--- src/rtl/sine_meter_pkg.sv ---
// Shared definitions for the sine frequency meter and its DDS companion.
// Holds the default widths (so generator and meter agree), the FSM state
// encoding and a saturating absolute-value helper.
package sine_meter_pkg;

    // Defaults shared with the DDS generator.
    localparam int unsigned DATA_W_DEF = 14;
    localparam int unsigned ACC_W_DEF  = 12;
    localparam int unsigned HYST_DEF   = 64;

    typedef enum logic [1:0] {
        StIdle,
        StMeasure,
        StDone
    } meter_state_e;

    // |x| for a w-bit signed value carried sign-extended in 32 bits. The most
    // negative w-bit value has no positive counterpart and saturates to
    // 2^(w-1)-1 so the result always fits in w-1 bits.
    function automatic logic [31:0] abs_sat(input logic signed [31:0] x,
                                            input int unsigned w);
        logic signed [31:0] min_v;
        min_v = -(32'sd1 <<< (w - 1));
        if (x == min_v) begin
            return (32'd1 << (w - 1)) - 32'd1;
        end else if (x < 0) begin
            return -x;
        end else begin
            return x;
        end
    endfunction

endpackage

--- src/rtl/sine_freq_meter_if.sv ---
// Sample-stream and result-handshake bundle for sine_freq_meter.
//   in_valid/in_sample : signed sample stream into the meter
//   start/busy         : measurement control and status
//   m_est/peak         : last completed window's crossing count and peak |x|
//   out_valid/out_ready: result handshake
// master drives the stream and consumes results; slave is the meter.
interface sine_freq_meter_if
    import sine_meter_pkg::*;
#(
    parameter int unsigned DATA_W = DATA_W_DEF,
    parameter int unsigned ACC_W  = ACC_W_DEF
);
    logic                     in_valid;
    logic signed [DATA_W-1:0] in_sample;
    logic                     start;
    logic                     busy;
    logic [ACC_W:0]           m_est;
    logic [DATA_W-2:0]        peak;
    logic                     out_valid;
    logic                     out_ready;

    modport master (
        output in_valid, in_sample, start, out_ready,
        input  busy, m_est, peak, out_valid
    );

    modport slave (
        input  in_valid, in_sample, start, out_ready,
        output busy, m_est, peak, out_valid
    );
endinterface

--- src/rtl/zero_cross_det.sv ---
// Rising zero-crossing detector with hysteresis.
//   clk, rst  : clock, synchronous active-low reset
//   in_valid  : in_sample is valid this cycle; invalid cycles are ignored
//   in_sample : signed input sample
//   cross_evt : combinational pulse, high when the current valid sample
//               completes a crossing (armed and sample >= +HYST)
// A sample below -HYST arms the detector; the next sample at or above +HYST
// fires and disarms. Samples inside the dead band leave the state alone.
module zero_cross_det
    import sine_meter_pkg::*;
#(
    parameter int unsigned DATA_W = DATA_W_DEF,
    parameter int unsigned HYST   = HYST_DEF
) (
    input  logic                     clk,
    input  logic                     rst,
    input  logic                     in_valid,
    input  logic signed [DATA_W-1:0] in_sample,
    output logic                     cross_evt
);

    localparam logic signed [DATA_W-1:0] HiThr = DATA_W'(HYST);
    localparam logic signed [DATA_W-1:0] LoThr = -HiThr;

    logic armed;

    assign cross_evt = in_valid && armed && (in_sample >= HiThr);

    always_ff @(posedge clk) begin
        if (!rst) begin
            armed <= 1'b0;
        end else if (in_valid) begin
            if (in_sample < LoThr) begin
                armed <= 1'b1;
            end else if (cross_evt) begin
                armed <= 1'b0;
            end
        end
    end

endmodule

--- src/rtl/sine_freq_meter.sv ---
// Tone frequency / amplitude meter for a signed sine sample stream.
// Counts rising zero crossings over 2^ACC_W valid samples; since
// f_out/f_clk = M/2^ACC_W the count equals the DDS tuning word M. Also
// tracks the peak |sample| over the window.
//   clk, rst : clock, synchronous active-low reset
//   bus      : sine_freq_meter_if slave (stream in, start/busy, results out)
// Results are held stable from out_valid until accepted and keep their value
// afterwards until the next window completes.
module sine_freq_meter
    import sine_meter_pkg::*;
#(
    parameter int unsigned DATA_W = DATA_W_DEF,
    parameter int unsigned ACC_W  = ACC_W_DEF,
    parameter int unsigned HYST   = HYST_DEF
) (
    input  logic              clk,
    input  logic              rst,
    sine_freq_meter_if.slave  bus
);

    meter_state_e      state;
    logic [ACC_W-1:0]  win_cnt;
    logic [ACC_W:0]    cross_cnt;
    logic [ACC_W:0]    cross_nxt;
    logic [DATA_W-2:0] peak_acc;
    logic [DATA_W-2:0] peak_nxt;
    logic [DATA_W-2:0] sample_abs;
    logic [31:0]       abs_full;
    logic              unused_abs_hi;
    logic              cross_evt;

    logic              busy_q;
    logic              out_valid_q;
    logic [ACC_W:0]    m_est_q;
    logic [DATA_W-2:0] peak_q;

    // Detector runs in every state so the armed flag carries across windows.
    zero_cross_det #(
        .DATA_W (DATA_W),
        .HYST   (HYST)
    ) u_zcd (
        .clk       (clk),
        .rst       (rst),
        .in_valid  (bus.in_valid),
        .in_sample (bus.in_sample),
        .cross_evt (cross_evt)
    );

    always_comb begin
        abs_full   = abs_sat(32'(signed'(bus.in_sample)), DATA_W);
        sample_abs = abs_full[DATA_W-2:0];
        cross_nxt  = cross_cnt + (ACC_W + 1)'(cross_evt);
        peak_nxt   = (sample_abs > peak_acc) ? sample_abs : peak_acc;
    end

    // abs_sat never produces more than DATA_W-1 significant bits.
    assign unused_abs_hi = ^abs_full[31:DATA_W-1];

    always_ff @(posedge clk) begin
        if (!rst) begin
            state       <= StIdle;
            win_cnt     <= '0;
            cross_cnt   <= '0;
            peak_acc    <= '0;
            busy_q      <= 1'b0;
            out_valid_q <= 1'b0;
            m_est_q     <= '0;
            peak_q      <= '0;
        end else begin
            unique case (state)
                StIdle: begin
                    if (bus.start) begin
                        state     <= StMeasure;
                        busy_q    <= 1'b1;
                        win_cnt   <= '0;
                        cross_cnt <= '0;
                        peak_acc  <= '0;
                    end
                end
                StMeasure: begin
                    if (bus.in_valid) begin
                        win_cnt   <= win_cnt + ACC_W'(1);
                        cross_cnt <= cross_nxt;
                        peak_acc  <= peak_nxt;
                        // Last sample of the window: publish including its
                        // own contribution.
                        if (win_cnt == '1) begin
                            state       <= StDone;
                            out_valid_q <= 1'b1;
                            m_est_q     <= cross_nxt;
                            peak_q      <= peak_nxt;
                        end
                    end
                end
                StDone: begin
                    // start is ignored here, even alongside out_ready.
                    if (bus.out_ready) begin
                        state       <= StIdle;
                        out_valid_q <= 1'b0;
                        busy_q      <= 1'b0;
                    end
                end
                default: begin
                    state <= StIdle;
                end
            endcase
        end
    end

    assign bus.busy      = busy_q;
    assign bus.out_valid = out_valid_q;
    assign bus.m_est     = m_est_q;
    assign bus.peak      = peak_q;

endmodule

--- src/flat_wrapper.sv ---
// flat-port wrapper written by rule: the top's interface ports become plain ports
module sine_freq_meter_flat import sine_meter_pkg::*;
#(
    parameter int unsigned DATA_W = DATA_W_DEF,
    parameter int unsigned ACC_W  = ACC_W_DEF,
    parameter int unsigned HYST   = HYST_DEF
)
  (clk, rst, bus_in_valid, bus_in_sample, bus_start, bus_out_ready, bus_busy, bus_m_est, bus_peak, bus_out_valid);
  sine_freq_meter_if #(.DATA_W(DATA_W), .ACC_W(ACC_W)) bus_i ();
  input  logic clk;
  input  logic rst;
  input wire logic [$bits(bus_i.in_valid)-1:0] bus_in_valid;
  input wire logic [$bits(bus_i.in_sample)-1:0] bus_in_sample;
  input wire logic [$bits(bus_i.start)-1:0] bus_start;
  input wire logic [$bits(bus_i.out_ready)-1:0] bus_out_ready;
  output wire logic [$bits(bus_i.busy)-1:0] bus_busy;
  output wire logic [$bits(bus_i.m_est)-1:0] bus_m_est;
  output wire logic [$bits(bus_i.peak)-1:0] bus_peak;
  output wire logic [$bits(bus_i.out_valid)-1:0] bus_out_valid;
  assign bus_i.in_valid = bus_in_valid;
  assign bus_i.in_sample = bus_in_sample;
  assign bus_i.start = bus_start;
  assign bus_i.out_ready = bus_out_ready;
  assign bus_busy = bus_i.busy;
  assign bus_m_est = bus_i.m_est;
  assign bus_peak = bus_i.peak;
  assign bus_out_valid = bus_i.out_valid;
  sine_freq_meter #(.DATA_W(DATA_W), .ACC_W(ACC_W), .HYST(HYST)) u_core (.clk(clk), .rst(rst), .bus(bus_i));
endmodule
--- config.mk ---
export PLATFORM = sky130hd
export DESIGN_NAME = sine_freq_meter_flat
export DESIGN_NICKNAME = d
export VERILOG_FILES = /design/src/rtl/sine_meter_pkg.sv /design/src/rtl/sine_freq_meter_if.sv /design/src/rtl/zero_cross_det.sv /design/src/rtl/sine_freq_meter.sv /design/src/flat_wrapper.sv
export SDC_FILE = /design/constraint.sdc
export NUM_CORES = 1
export LEC_CHECK = 0
export ABC_CLOCK_PERIOD_IN_PS = 4200
export CAP_MARGIN = 20
export CORE_MARGIN = 4
export CORE_UTILIZATION = 45
export CTS_BUF_LIST = sky130_fd_sc_hd__clkbuf_8
export DETAILED_ROUTE_END_ITERATION = 10
export GPL_TIMING_DRIVEN = 1
export PLACE_DENSITY = 0.71
export SETUP_SLACK_MARGIN = 0.5
export SLEW_MARGIN = 0
export SYNTH_ARGS = -nofsm -noshare
export SYNTH_HDL_FRONTEND = slang
export SYNTH_SLANG_ARGS = --single-unit
export TNS_END_PERCENT = 100
--- constraint.sdc ---
create_clock -name clk -period 4.2 [get_ports clk]
set_clock_uncertainty 0.2 [all_clocks]
set_input_delay 0.63 -clock clk [delete_from_list [all_inputs] [get_ports clk]]
set_output_delay 0.63 -clock clk [all_outputs]
set_load 0.005 [all_outputs]
# == After elaboration in Yosys (flattened, before gate mapping) ==
# Index checks and enable logic that the tools add are counted.
# totals
ff_bits,69
wordCells,61
out_inout_bits,28
# op_classes
order_cmp,4
addsub,3
eq_ne,8
mux,24
reduce_logical,13
# op_table
cell,n
$mux 13,6
$pmux 13 s2,2
$mux 12,2
$pmux 12 s2,1
$eq 14x14->1 const B,1
$ge 14x8->1 const B,1
$lt 14x1->1 const B,1
$lt 14x7->1 const B,1
$add 13x1->13,1
$gt 13x13->1,1
$neg 13->13,1
$add 12x1->12 const B,1
$eq 12x12->1 const B,1
$reduce_and 3->1,3
$mux 2,4
$reduce_and 4->1,2
$reduce_bool 2->1,4
$mux 1,6
$ne 2x2->1 const B,3
$pmux 2 s3,1
$pmux 1 s2,2
$eq 2x1->1 const B,1
$eq 2x2->1 const B,1
$logic_and 1x1->1,2
3 further kinds,3

# == Depth between registers and ports, before layout ==
# logic_depth
ltp_word,7
mapped_depth,15
depth_no_buf,13

# == Modules after synthesis ==
# From an unflattened synthesis, not the netlist that was laid out.
# hier_totals
hier_cells,483
hier_area_um2,3918.8
# modules_own_cells
mod,seq_area_each_um2,instances,cells_per_inst,area_per_inst_um2
sine_freq_meter,1361.3,1,472,3834.9
zero_cross_det,20.0,1,11,83.8

# == Worst setup path after synthesis ==
# Ideal clock, no wire load.
# synth_timing
path_kind,in2reg
from,input port bus_in_sample[1]
to,register u_core.peak_acc[12]
path_slack_ns,0.358
arrival_time_ns,3.515
setup_ns,0.128
stages,13
path_buffers,1
path_cell_list,inv_1 > ha_1 > or4b_2 > o311ai_0 > nand2_1 > ha_1 > a21oi_1 > o21ai_0 > a221o_1 > or2_2 > clkbuf_1 > a32oi_1 > nor2_1
# synth_via
elab_chain_cells,7
# synth_rtl
element,line_no,source
start: declaration,flat_wrapper.sv:13,input wire logic [$bits(bus_i.in_sample)-1:0] bus_in_sample;
$neg 13->13 / $lt 14x1->1 (equally long branches),"sine_meter_pkg.sv:27, sine_meter_pkg.sv:26",
$mux 13,sine_meter_pkg.sv:26,end else if (x < 0) begin
$mux 13 *,sine_meter_pkg.sv:24,if (x == min_v) begin
$gt 13x13->1,sine_freq_meter.sv:53,peak_nxt = (sample_abs > peak_acc) ? sample_abs : peak_acc;
$mux 13 *,sine_freq_meter.sv:53,
$mux 13 *,sine_freq_meter.sv:81,if (bus.in_valid) begin
$pmux 13 s2 *,sine_freq_meter.sv:70,unique case (state)
end signal: assignment,sine_freq_meter.sv:84,peak_acc <= peak_nxt;
end: declaration,sine_freq_meter.sv:25,logic [DATA_W-2:0] peak_acc;
# Every way passes the cells marked *; elsewhere a longest branch is shown, timed or not. The select of a mux whose other input is x is not followed.
# A chain may end at the register's enable or synchronous reset.

# == Worst setup path after layout ==
# layout_timing
from,input port bus_in_sample[6]
to,register u_core.peak_q[11] (netlist: u_core.bus.peak[11])
# layout_via
elab_chain_cells,5
# layout_rtl
element,line_no,source
$neg 13->13 / $lt 14x1->1 (equally long branches),"sine_meter_pkg.sv:27, sine_meter_pkg.sv:26",
$mux 13,sine_meter_pkg.sv:26,
$mux 13 *,sine_meter_pkg.sv:24,
$gt 13x13->1,sine_freq_meter.sv:53,
$mux 13 *,sine_freq_meter.sv:53,
end signal: assignment,sine_freq_meter.sv:91,peak_q <= peak_nxt;
end: declaration,sine_freq_meter.sv:35,logic [DATA_W-2:0] peak_q;
# Every way passes the cells marked *; elsewhere a longest branch is shown, timed or not.

==> out/metrics.cfg <==
[final_layout]
area_growth_pct=34.2
antenna_cells=0
nets=574
layout.cells.non_filler=645
drive_gt1_frac=0.204

[route]
drc=0
routed_wl_mm=10.2
routedWlPerCell_um=15.9
firstDrtPassIters=5
ant_nets=0
num_vias=3688
viasPerCell=5.72
drtIter0Drc=294

[clock_network]
path_clk_slew_ns=0.07
cts_tree=yes
clock_sinks=69
cts.path.max_buffers=2
htree_levels=3
cts_hold_buf=0
numCtsBuffers=9
insertion_delay_ns=0.34
cts_root_buf=clkbuf_8

[critical_path]
slowest_stage=clkdlybuf4s50_1
cp.required_ns=4.21
cp.arrival_ns=3.62
slowest_delay_ns=0.47
critical_path_class=in -> reg
path_max_fanout=5
cp_cell_sequence=clkdlybuf4s50_1 > nor3_4 > buf_4 > nand2_2 > or3_4 > a31oi_4 > ha_4 > nand3_2 > nor2_1 > a221o_2 > o21ai_4 > buf_12 > mux2i_4 > a21oi_2
end_kind=flip-flop
critPathLaunchType=input pin
reg2regPathDepth=5

[hold_path]
holdPathStages=2
hold_path_class=reg -> reg

[grt]
grt_pass1_wl_mm=16.1
grt_pass1_vias=3326
grt.total_usage=0.200
antenna_found_initial=0
grt_start_max_net_pins=44
gr-total-overflow=0

[sta]
hold_violations=0
max_freq_ghz=0.276
min_period_over_period=0.862
rsz0062_at_grt=false
setup_viol=0
maxSlewHeadroom=0.468
final_max_slew_viol_count=0
min_period_ns=3.62
worst_pin_slew_ns=0.796

[synth]
synth_warnings=0
synth_ff_type=dfxtp_1
yosysSeqAreaShare=0.365
synthCells=466
synth.distinct_cells=56
synth_most_common_cell=dfxtp_1
ys_top_cells_by_area=dfxtp_1 (37%), ha_1 (5.6%), nor2_1 (5.5%)
yosys.area.top_type_share=0.365
syn-cell-area_um2=3780
synth_area_per_cell_um2=8.11
synth_seq_cells=69
async_flop_share=0
synth_nets=502
synth_top_area_cell=dfxtp_1
synth-edff-count=0
synth_common_cells=dfxtp_1 (69), nor2_1 (55), nand2_1 (46)

[placed_design]
dp_cells=619
io_buffers=46
place.gp.congestion=0.918
dp_hpwl_mm=6.87

[power_and_ir_drop]
p_per_area_nw_per_um2=282
power_mw=1.43
leakagePower_nw=1.85
max-vdd-ir-drop_uv=226

[die]
dieArea_um2=9930
dieWidth_um=99.7
initial_core_util=0.462
io_pins=47
die_y_um=99.7
rows=33
fp.coreArea_um2=8180

[status]
status=finished, final reports clean

[flow_run]
drv_cap=0

[routing by layer]
metal | vias to the layer above | share of wire | track usage
met5 | - | 0 | 0
li1 | 1817 | - | -
met2 | 125 | 0.46 | 0.305
met3 | 18 | 0.062 | 0.0526
met1 | 1728 | 0.46 | 0.279
met4 | 0 | 0.014 | 0.0536
[state kept, by name, indices dropped and copies added (netlist names)]
signal / cells
u_core.bus.busy: 1
u_core.win_cnt: 12
u_core.peak_acc: 13
u_core.cross_cnt: 13
u_core.u_zcd.armed: 1
u_core.bus.peak: 13
u_core.bus.out_valid: 1
u_core.state: 2
u_core.bus.m_est: 13
[placed cells by master, fill, tap and decap left out, types with 7 or more instances in the layout]
master,n
a211oi_1,8
nor2_1,54
ha_1,13
clkbuf_8,12
nor3_1,8
nand2_1,44
a22oi_1,7
xnor2_1,15
a21oi_1,27
clkdlybuf4s50_1,34
xor2_1,9
inv_1,20
nand3_1,17
nand4_1,18
buf_4,36
dfxtp_1,69
a31oi_1,7
o21ai_0,18
[final cells by class]
type | instances | area, µm²
Fill cell | 700 | 3100
Multi-Input combinational cell | 349 | 2500
Sequential cell | 69 | 1380
Timing Repair Buffer | 86 | 802
Clock buffer | 12 | 165
Tap cell | 105 | 131
Inverter | 23 | 86.3
Clock inverter | 1 | 7.51
[power breakdown]
part           switching [mW]  leakage, nW  internal (mW)
Sequential            0.00655        0.557          0.661
Clock                   0.236       0.0864          0.253
Combinational           0.147         1.21          0.126
[worst paths after layout]
path | slack, ns | start | end
setup / recovery | 0.58 | bus_in_sample[6] | u_core.bus.peak[11]
hold / removal | 0.26 | u_core.u_zcd.armed | u_core.u_zcd.armed
setup reg to reg | 1.54 | u_core.state[0] | u_core.bus.peak[12]
hold reg to reg | 0.26 | u_core.u_zcd.armed | u_core.u_zcd.armed
[critical path: cells and delay by family]
family	cells	cell delay (ns)
and+or+nand+nor	5	0.72
muxes	1	0.26
buffers and inverters	3	0.80
adders and majority gates	1	0.23
AOI/OAI and AO/OA	4	0.97
[per-stage QoR]
step	worst slack, ns	utilization	hold WS (ns)	instance area (µm²)	setup TNS [ns]
2_1_floorplan	0.572	-	0.236	3790	0
3_3_place_gp	-0.0909	0.549	0.249	4490	-0.246
3_5_place_dp	-0.191	0.549	0.253	4490	-1.60
4_1_cts	0.515	0.595	0.264	4860	0
5_1_grt	0.456	0.620	0.284	5070	0
6_report	0.580	0.620	0.258	5070	0
[cells by family after synthesis]
| family | after synthesis | share of synthesized area |
|---|---|---|
| xor gates and xnor gates | 25 | 0.0579 |
| buffers and inverters | 48 | 0.0510 |
| muxes | 7 | 0.0185 |
| and+or+nand+nor | 193 | 0.270 |
| AOI/OAI and AO/OA | 107 | 0.181 |
| adders and majority gates | 17 | 0.0563 |
| DFF | 69 | 0.365 |
[what timing repair did]
item,CTS,global route
gates resized for setup,34,44
buffers inserted,7,5
setup endpoints to repair,26,26
cloned,1,0
pin swaps,12,31
Note: power is estimated with default switching activity, not from simulation.
